===== config.mk =====
export PLATFORM = sky130hd
export DESIGN_NAME = mem_port_monitor
export DESIGN_NICKNAME = d
export VERILOG_FILES = /design/src/rtl/mem_mon_pkg.sv /design/src/rtl/mon_wait_counter.sv /design/src/rtl/mem_port_monitor.sv
export SDC_FILE = /design/constraint.sdc
export NUM_CORES = 1
export LEC_CHECK = 0
export ABC_AREA = 1
export CAP_MARGIN = 20
export CORE_ASPECT_RATIO = 0.8
export CORE_MARGIN = 1
export CORE_UTILIZATION = 45
export DETAILED_ROUTE_END_ITERATION = 7
export PLACE_DENSITY = 0.71
export SLEW_MARGIN = 20
export SYNTH_ARGS = -nofsm -noshare
export SYNTH_HDL_FRONTEND = slang
export SYNTH_SLANG_ARGS = --single-unit
export TNS_END_PERCENT = 10

===== constraint.sdc =====
create_clock -name clk -period 2.4 [get_ports clk]
set_clock_uncertainty 0.15 [all_clocks]
set_input_delay 0.6 -clock clk [delete_from_list [all_inputs] [get_ports clk]]
set_output_delay 0.6 -clock clk [all_outputs]
set_load 0.01 [all_outputs]

===== src/rtl/mem_mon_pkg.sv =====
// Shared types and constants for the memory-port monitor.
package mem_mon_pkg;

  typedef enum logic [1:0] {
    IDLE    = 2'd0,
    RD_PEND = 2'd1,
    WR_PEND = 2'd2
  } mon_state_t;

  typedef struct packed {
    logic [31:0] addr;
    logic [31:0] rdata;
    logic [3:0]  wmask;
    logic [31:0] wdata;
    logic        is_write;
  } mem_txn_t;

  localparam int DEFAULT_TIMEOUT_CYCLES = 1000;

endpackage


===== src/rtl/mon_wait_counter.sv =====
// Saturating pending-cycle counter. `hit` is high on the enabled cycle whose
// increment reaches (or sits at or above) the threshold.
module mon_wait_counter #(
  parameter int CNT_W  = 16,
  parameter int THRESH = 1000
) (
  input  logic clk,
  input  logic rst,
  input  logic clr,
  input  logic en,
  output logic hit
);

  localparam logic [CNT_W-1:0] THRESH_C = CNT_W'(THRESH);
  localparam logic [CNT_W-1:0] ONE_C    = CNT_W'(1);
  localparam logic [CNT_W-1:0] MAX_C    = {CNT_W{1'b1}};

  logic [CNT_W-1:0] count;
  logic [CNT_W-1:0] count_inc;

  assign count_inc = (count == MAX_C) ? count : count + ONE_C;
  assign hit       = en && (count_inc >= THRESH_C);

  always_ff @(posedge clk) begin
    if (rst || clr) begin
      count <= '0;
    end else if (en) begin
      count <= count_inc;
    end
  end

endmodule


===== src/rtl/mem_port_monitor.sv =====
// Passive monitor for one CPU memory port: emits registered read/write
// completion records and sticky protocol/timeout flags. MEM_MON_STATS_EN adds stats.
module mem_port_monitor
  import mem_mon_pkg::*;
#(
  parameter int TIMEOUT_CYCLES = DEFAULT_TIMEOUT_CYCLES,
  parameter int CNT_W          = 16
) (
  input  logic        clk,
  input  logic        rst,
  input  logic        mem_read,
  input  logic        mem_write,
  input  logic [31:0] mem_address,
  input  logic [3:0]  mem_byte_enable,
  input  logic [31:0] mem_wdata,
  input  logic        mem_resp,
  input  logic [31:0] mem_rdata,
  output logic        valid,
  output logic        write,
  output logic [31:0] addr,
  output logic [31:0] rdata,
  output logic [3:0]  wmask,
  output logic [31:0] wdata,
  output logic        protocol_error,
  output logic        timeout
);

  // Handshake: a request is held (mem_read or mem_write) until the single
  // cycle where mem_resp is high; that cycle completes it. Read+write together
  // is illegal and is handled as a read.
  logic both_req, any_req, rd_req, wr_req;
  assign both_req = mem_read & mem_write;
  assign any_req  = mem_read | mem_write;
  assign rd_req   = mem_read;
  assign wr_req   = mem_write & ~mem_read;

  mon_state_t  state;
  mem_txn_t    out_q;
  logic [31:0] lat_addr;
  logic [3:0]  lat_mask;
  logic [31:0] lat_data;
  logic        pulse_q;
  logic        perr_q;
  logic        tout_q;

  logic live_mismatch;
  logic cnt_clr, cnt_en, cnt_hit;
  logic rd_done, wr_done;

  assign rd_done = mem_resp && rd_req && (state == IDLE || state == RD_PEND);
  assign wr_done = mem_resp && wr_req && (state == IDLE || state == WR_PEND);

  always_comb begin
    live_mismatch = 1'b0;
    cnt_clr       = 1'b0;
    cnt_en        = 1'b0;
    case (state)
      RD_PEND: begin
        live_mismatch = (mem_address != lat_addr);
        if (rd_req && !mem_resp) cnt_en = 1'b1;
        else                     cnt_clr = 1'b1;
      end
      WR_PEND: begin
        live_mismatch = (mem_address != lat_addr) ||
                        (mem_byte_enable != lat_mask) ||
                        (mem_wdata != lat_data);
        if (wr_req && !mem_resp) cnt_en = 1'b1;
        else                     cnt_clr = 1'b1;
      end
      default: cnt_clr = 1'b1;
    endcase
  end

  mon_wait_counter #(
    .CNT_W  (CNT_W),
    .THRESH (TIMEOUT_CYCLES)
  ) u_wait_counter (
    .clk (clk),
    .rst (rst),
    .clr (cnt_clr),
    .en  (cnt_en),
    .hit (cnt_hit)
  );

  always_ff @(posedge clk) begin
    if (rst) begin
      state    <= IDLE;
      out_q    <= '0;
      lat_addr <= '0;
      lat_mask <= '0;
      lat_data <= '0;
      pulse_q  <= 1'b0;
      perr_q   <= 1'b0;
      tout_q   <= 1'b0;
    end else begin
      pulse_q <= rd_done | wr_done;
      if (both_req || (mem_resp && !any_req) || live_mismatch) perr_q <= 1'b1;
      if (cnt_hit) tout_q <= 1'b1;

      // Zero-wait completions take live fields; pending ones take the latch.
      if (rd_done) begin
        out_q.addr     <= (state == IDLE) ? mem_address : lat_addr;
        out_q.rdata    <= mem_rdata;
        out_q.is_write <= 1'b0;
      end
      if (wr_done) begin
        out_q.addr     <= (state == IDLE) ? mem_address : lat_addr;
        out_q.wmask    <= (state == IDLE) ? mem_byte_enable : lat_mask;
        out_q.wdata    <= (state == IDLE) ? mem_wdata : lat_data;
        out_q.is_write <= 1'b1;
      end

      case (state)
        IDLE: begin
          if (rd_req && !mem_resp) begin
            lat_addr <= mem_address;
            state    <= RD_PEND;
          end else if (wr_req && !mem_resp) begin
            lat_addr <= mem_address;
            lat_mask <= mem_byte_enable;
            lat_data <= mem_wdata;
            state    <= WR_PEND;
          end
        end
        RD_PEND: begin
          if (!rd_req) begin
            perr_q <= 1'b1;
            state  <= IDLE;
          end else if (mem_resp) begin
            state <= IDLE;
          end
        end
        WR_PEND: begin
          if (!wr_req) begin
            perr_q <= 1'b1;
            state  <= IDLE;
          end else if (mem_resp) begin
            state <= IDLE;
          end
        end
        default: state <= IDLE;
      endcase
    end
  end

  // Both terms are flops, so the pulse decode is glitch-free and one cycle wide.
  assign valid          = pulse_q & ~out_q.is_write;
  assign write          = pulse_q &  out_q.is_write;
  assign addr           = out_q.addr;
  assign rdata          = out_q.rdata;
  assign wmask          = out_q.wmask;
  assign wdata          = out_q.wdata;
  assign protocol_error = perr_q;
  assign timeout        = tout_q;

`ifdef MEM_MON_STATS_EN
  logic [31:0] stat_rd_cnt;
  logic [31:0] stat_wr_cnt;
  logic [31:0] stat_max_lat;
  logic [31:0] pend_lat;
  logic [31:0] cur_lat;
  logic        tout_d;

  assign cur_lat = (state == IDLE) ? 32'd1 : pend_lat;

  always_ff @(posedge clk) begin
    if (rst) begin
      stat_rd_cnt  <= '0;
      stat_wr_cnt  <= '0;
      stat_max_lat <= '0;
      pend_lat     <= 32'd2;
      tout_d       <= 1'b0;
    end else begin
      tout_d <= tout_q;
      if (cnt_clr)     pend_lat <= 32'd2;
      else if (cnt_en) pend_lat <= pend_lat + 32'd1;
      if (rd_done) stat_rd_cnt <= stat_rd_cnt + 32'd1;
      if (wr_done) stat_wr_cnt <= stat_wr_cnt + 32'd1;
      if ((rd_done || wr_done) && cur_lat > stat_max_lat) stat_max_lat <= cur_lat;
      if (tout_q && !tout_d)
        $display("mem_port_monitor %m: timeout reads=%0d writes=%0d max_lat=%0d",
                 stat_rd_cnt, stat_wr_cnt, stat_max_lat);
    end
  end

  final begin
    $display("mem_port_monitor %m: reads=%0d writes=%0d max_lat=%0d last_addr=%h",
             stat_rd_cnt, stat_wr_cnt, stat_max_lat, out_q.addr);
  end
`endif

endmodule


==> results of run 1 <==
-- stage by stage --
stage	setup slack (ps)	cell area [um^2]	utilization	power [uW]	setup TNS [ps]
floorplan	572	9340	-	4720	0
global placement	-163	11200	0.560	5400	-1410
detailed placement	-167	11200	0.560	5420	-3110
CTS	174	11800	0.590	8320	0
global route	27.1	11800	0.590	8650	0
finish	194	11800	0.590	8260	0
-- per-layer routing --
| layer | GRT usage | vias up | share of wire |
|---|---|---|---|
| met3 | 0.0590 | 20 | 0.073 |
| met1 | 0.325 | 3974 | 0.48 |
| met2 | 0.347 | 278 | 0.44 |
| met4 | 0.0533 | 0 | 0.0094 |
| met5 | 0 | - | 0 |
| li1 | - | 4399 | - |
-- final cells by class --
class                      count  area (um^2)  area share
timing repair buffer         263         2650       0.223
inverter                      76          289      0.0244
tap                          264          330      0.0279
clock buffer                  20          447      0.0377
multi-input combinational    864         4180       0.353
sequential                   190         3800       0.321
clock inverter                12          150      0.0127
-- cells by family after synthesis --
family / after synthesis / synth area share
compound gates: 328 / 0.192
fa+ha+maj: 5 / 0.00670
xor+xnor: 42 / 0.0394
flops: 190 / 0.407
simple gates: 489 / 0.209
buf+inv: 247 / 0.146
-- worst min-delay path: stages, from the launching register on --
cell and delay, ps:
dfxtp_1 310, inv_1 60, a21oi_2 50
-- registers in the layout, summed over array words and instances, names as in the netlist, 2 cells and up --
name	count
wdata	32
wmask	4
addr	32
lat_mask	4
lat_data	32
lat_addr	32
state	2
rdata	32
u_wait_counter.count	16
-- cell usage in the layout, fill, tap and decap left out, drive strengths merged, types with 3 or more instances in the layout --
cell           instances
nand4                  8
a21oi                 50
clkinv                 4
dfxtp                190
nor3                  11
nor2                 176
a31oi                 74
o22ai                  7
a211oi                 4
nand2                267
xnor2                 29
clkinvlp               3
nand3                 22
o21ai                188
clkdlybuf4s50        208
ha                     5
xor2                  13
clkbuf                20
inv                   79
buf                   55
-- worst min-delay path by stage --
stage	depth (start not counted)	endpoint	from	slack, ps
2_1_floorplan	2	lat_data[12]$_SDFFE_PP0P_	lat_data[12]$_SDFFE_PP0P_	310
3_3_place_gp	2	timeout$_SDFFE_PP0P_	timeout$_SDFFE_PP0P_	300
3_5_place_dp	2	timeout$_SDFFE_PP0P_	timeout$_SDFFE_PP0P_	300
4_1_cts	2	timeout$_SDFFE_PP0P_	timeout$_SDFFE_PP0P_	320
5_1_grt	2	timeout$_SDFFE_PP0P_	timeout$_SDFFE_PP0P_	340
6_report	2	timeout$_SDFFE_PP0P_	timeout$_SDFFE_PP0P_	310
-- power by group through the flow --
stage	Combinational, uW	Clock [uW]	Sequential [uW]
detailed placement	1780	0	3650
finish	1780	2900	3580
floorplan	1120	0	3600
CTS	1790	2960	3580
global placement	1750	0	3640
global route	1960	3080	3610
==> impl_metrics.yaml, run 1 <==
run_status:
  status: "completed"
final_layout:
  diodes: 0
  num-fill-cells: 1852
  nets: 1522
  fin_cells: 1689
  syn2layout_area_growth_pct: 26.8
  drive_gt1_frac: 0.0793
synthesis:
  yosys.area.top_type: "dfxtp_1"
  ys_warn_count: 0
  ys_top_cells_by_area: "dfxtp_1 (41%), nand2_1 (11%), buf_4 (8.2%), o21ai_0 (8.1%), nor2_1 (6.9%)"
  synth_edf_count: 0
  yosysUniqueCellTypes: 39
  yosys-top-cells-count: "nand2_1 (262), dfxtp_1 (190), nor2_1 (171), o21ai_0 (152), buf_4 (102)"
  yosys_most_used_dff: "dfxtp_1"
  synth_fp_nets: 1411
  syn_area_per_cell_um2: 7.18
  synth_top_area_share: 0.407
  ys_seq_area_frac: 0.407
  synthesis.area_mm2: 0.00934
  synthCells: 1301
  yosysMostFrequentCell: "nand2_1"
  synth-seq-cells: 190
  async_flop_share: 0
critical_path:
  worstSetupPathType: "reg2out"
  rrSetupSlack_ps: 280
  worst_r2r_startpoint: "state[0]$_SDFFE_PP0P_"
  crit_slowest_cell: "clkdlybuf4s50_1"
  path_depth: 3
  crit_required_ps: 1650
  path_cells: "inv_1 > nor2_1 > clkdlybuf4s50_1"
  reg2reg_depth: 10
  end_kind: "output pin"
  critPathTopFamily: "buffers and inverters"
  crit_fanout: 2
  crit_path_end: "valid"
  critical_path.startpoint: "pulse_q$_SDFF_PP0_"
  critPathArrivalTime_ps: 1460
  slowest_delay_ps: 570
  reg2reg_to: "state[1]$_SDFFE_PP0P_"
  crit_buf_inv: 2
  critPathLaunchType: "flop"
sta:
  period_share: 0.919
  worst_pin_slew_ps: 532
  final.min_clock_period_ps: 2210
  hold_slack_ps: 312
  relSlewSlack: 0.645
  rsz0062_at_grt: "false"
  hold_violations: 0
  fmax_ghz: 0.453
  setup_viol: 0
  drv_slew: 0
drt:
  drt_pass1_iterations: 5
  viasPerCell: 5.13
  dr_total_vias: 8671
  first_iter_violations: 721
  drt-wirelength-per-cell_um: 14.4
  wirelength_mm: 24.2
  ant_nets: 0
  drc: 0
clocking:
  cts-root-buf: "clkbuf_16"
  cts_resized: 0
  cts_made_buffers: 17
  cts_tree: "done"
  htreeDepth: 4
  holdBufCountCts: 0
  clock_latency_ps: 420
  clkSinkCount: 190
  cts.path.max_buffers: 2
  cts_setup_buffers: 0
  path_clk_slew_ps: 70
grt:
  grt_overflow: 0
  antenna_found_initial: 0
  track_usage: 0.229
  grt_max_degree: 75
  grt_pass1_vias: 7803
  grt_pass1_wl_mm: 38.9
place:
  port_buffers: 208
  hpwl_mm: 17.0
  globalplace.congestion: 0.848
  dp_cells: 1657
floorplan:
  die_w_um: 163
  ios: 209
  die_height_um: 131
  fp-row-count: 46
  core-area_mm2: 0.0201
  initial_core_util: 0.465
  die_area_mm2: 0.0213
power_and_ir_drop:
  seqPwrFrac: 0.433
  peakVddDrop_mv: 0.441
  swShare: 0.291
  switching_power_uw: 2410
  p_int_uw: 5850
  power_density_mw_per_mm2: 697
  combPwrFrac: 0.216
  power_leakage_uw: 0.00473
  p_clk_frac: 0.351
run:
  maxCapViolCount: 0
worst_hold_path:
  hold_path_class: "reg2reg"
No activity file was read; power rests on OpenSTA's default activity.
==> run 2: changes to the inputs <==
Settings changed: SLEW_MARGIN 20 to 30.
==> results of run 2 <==
No change in the layout: final DEF, timing and power equal those of run 1.
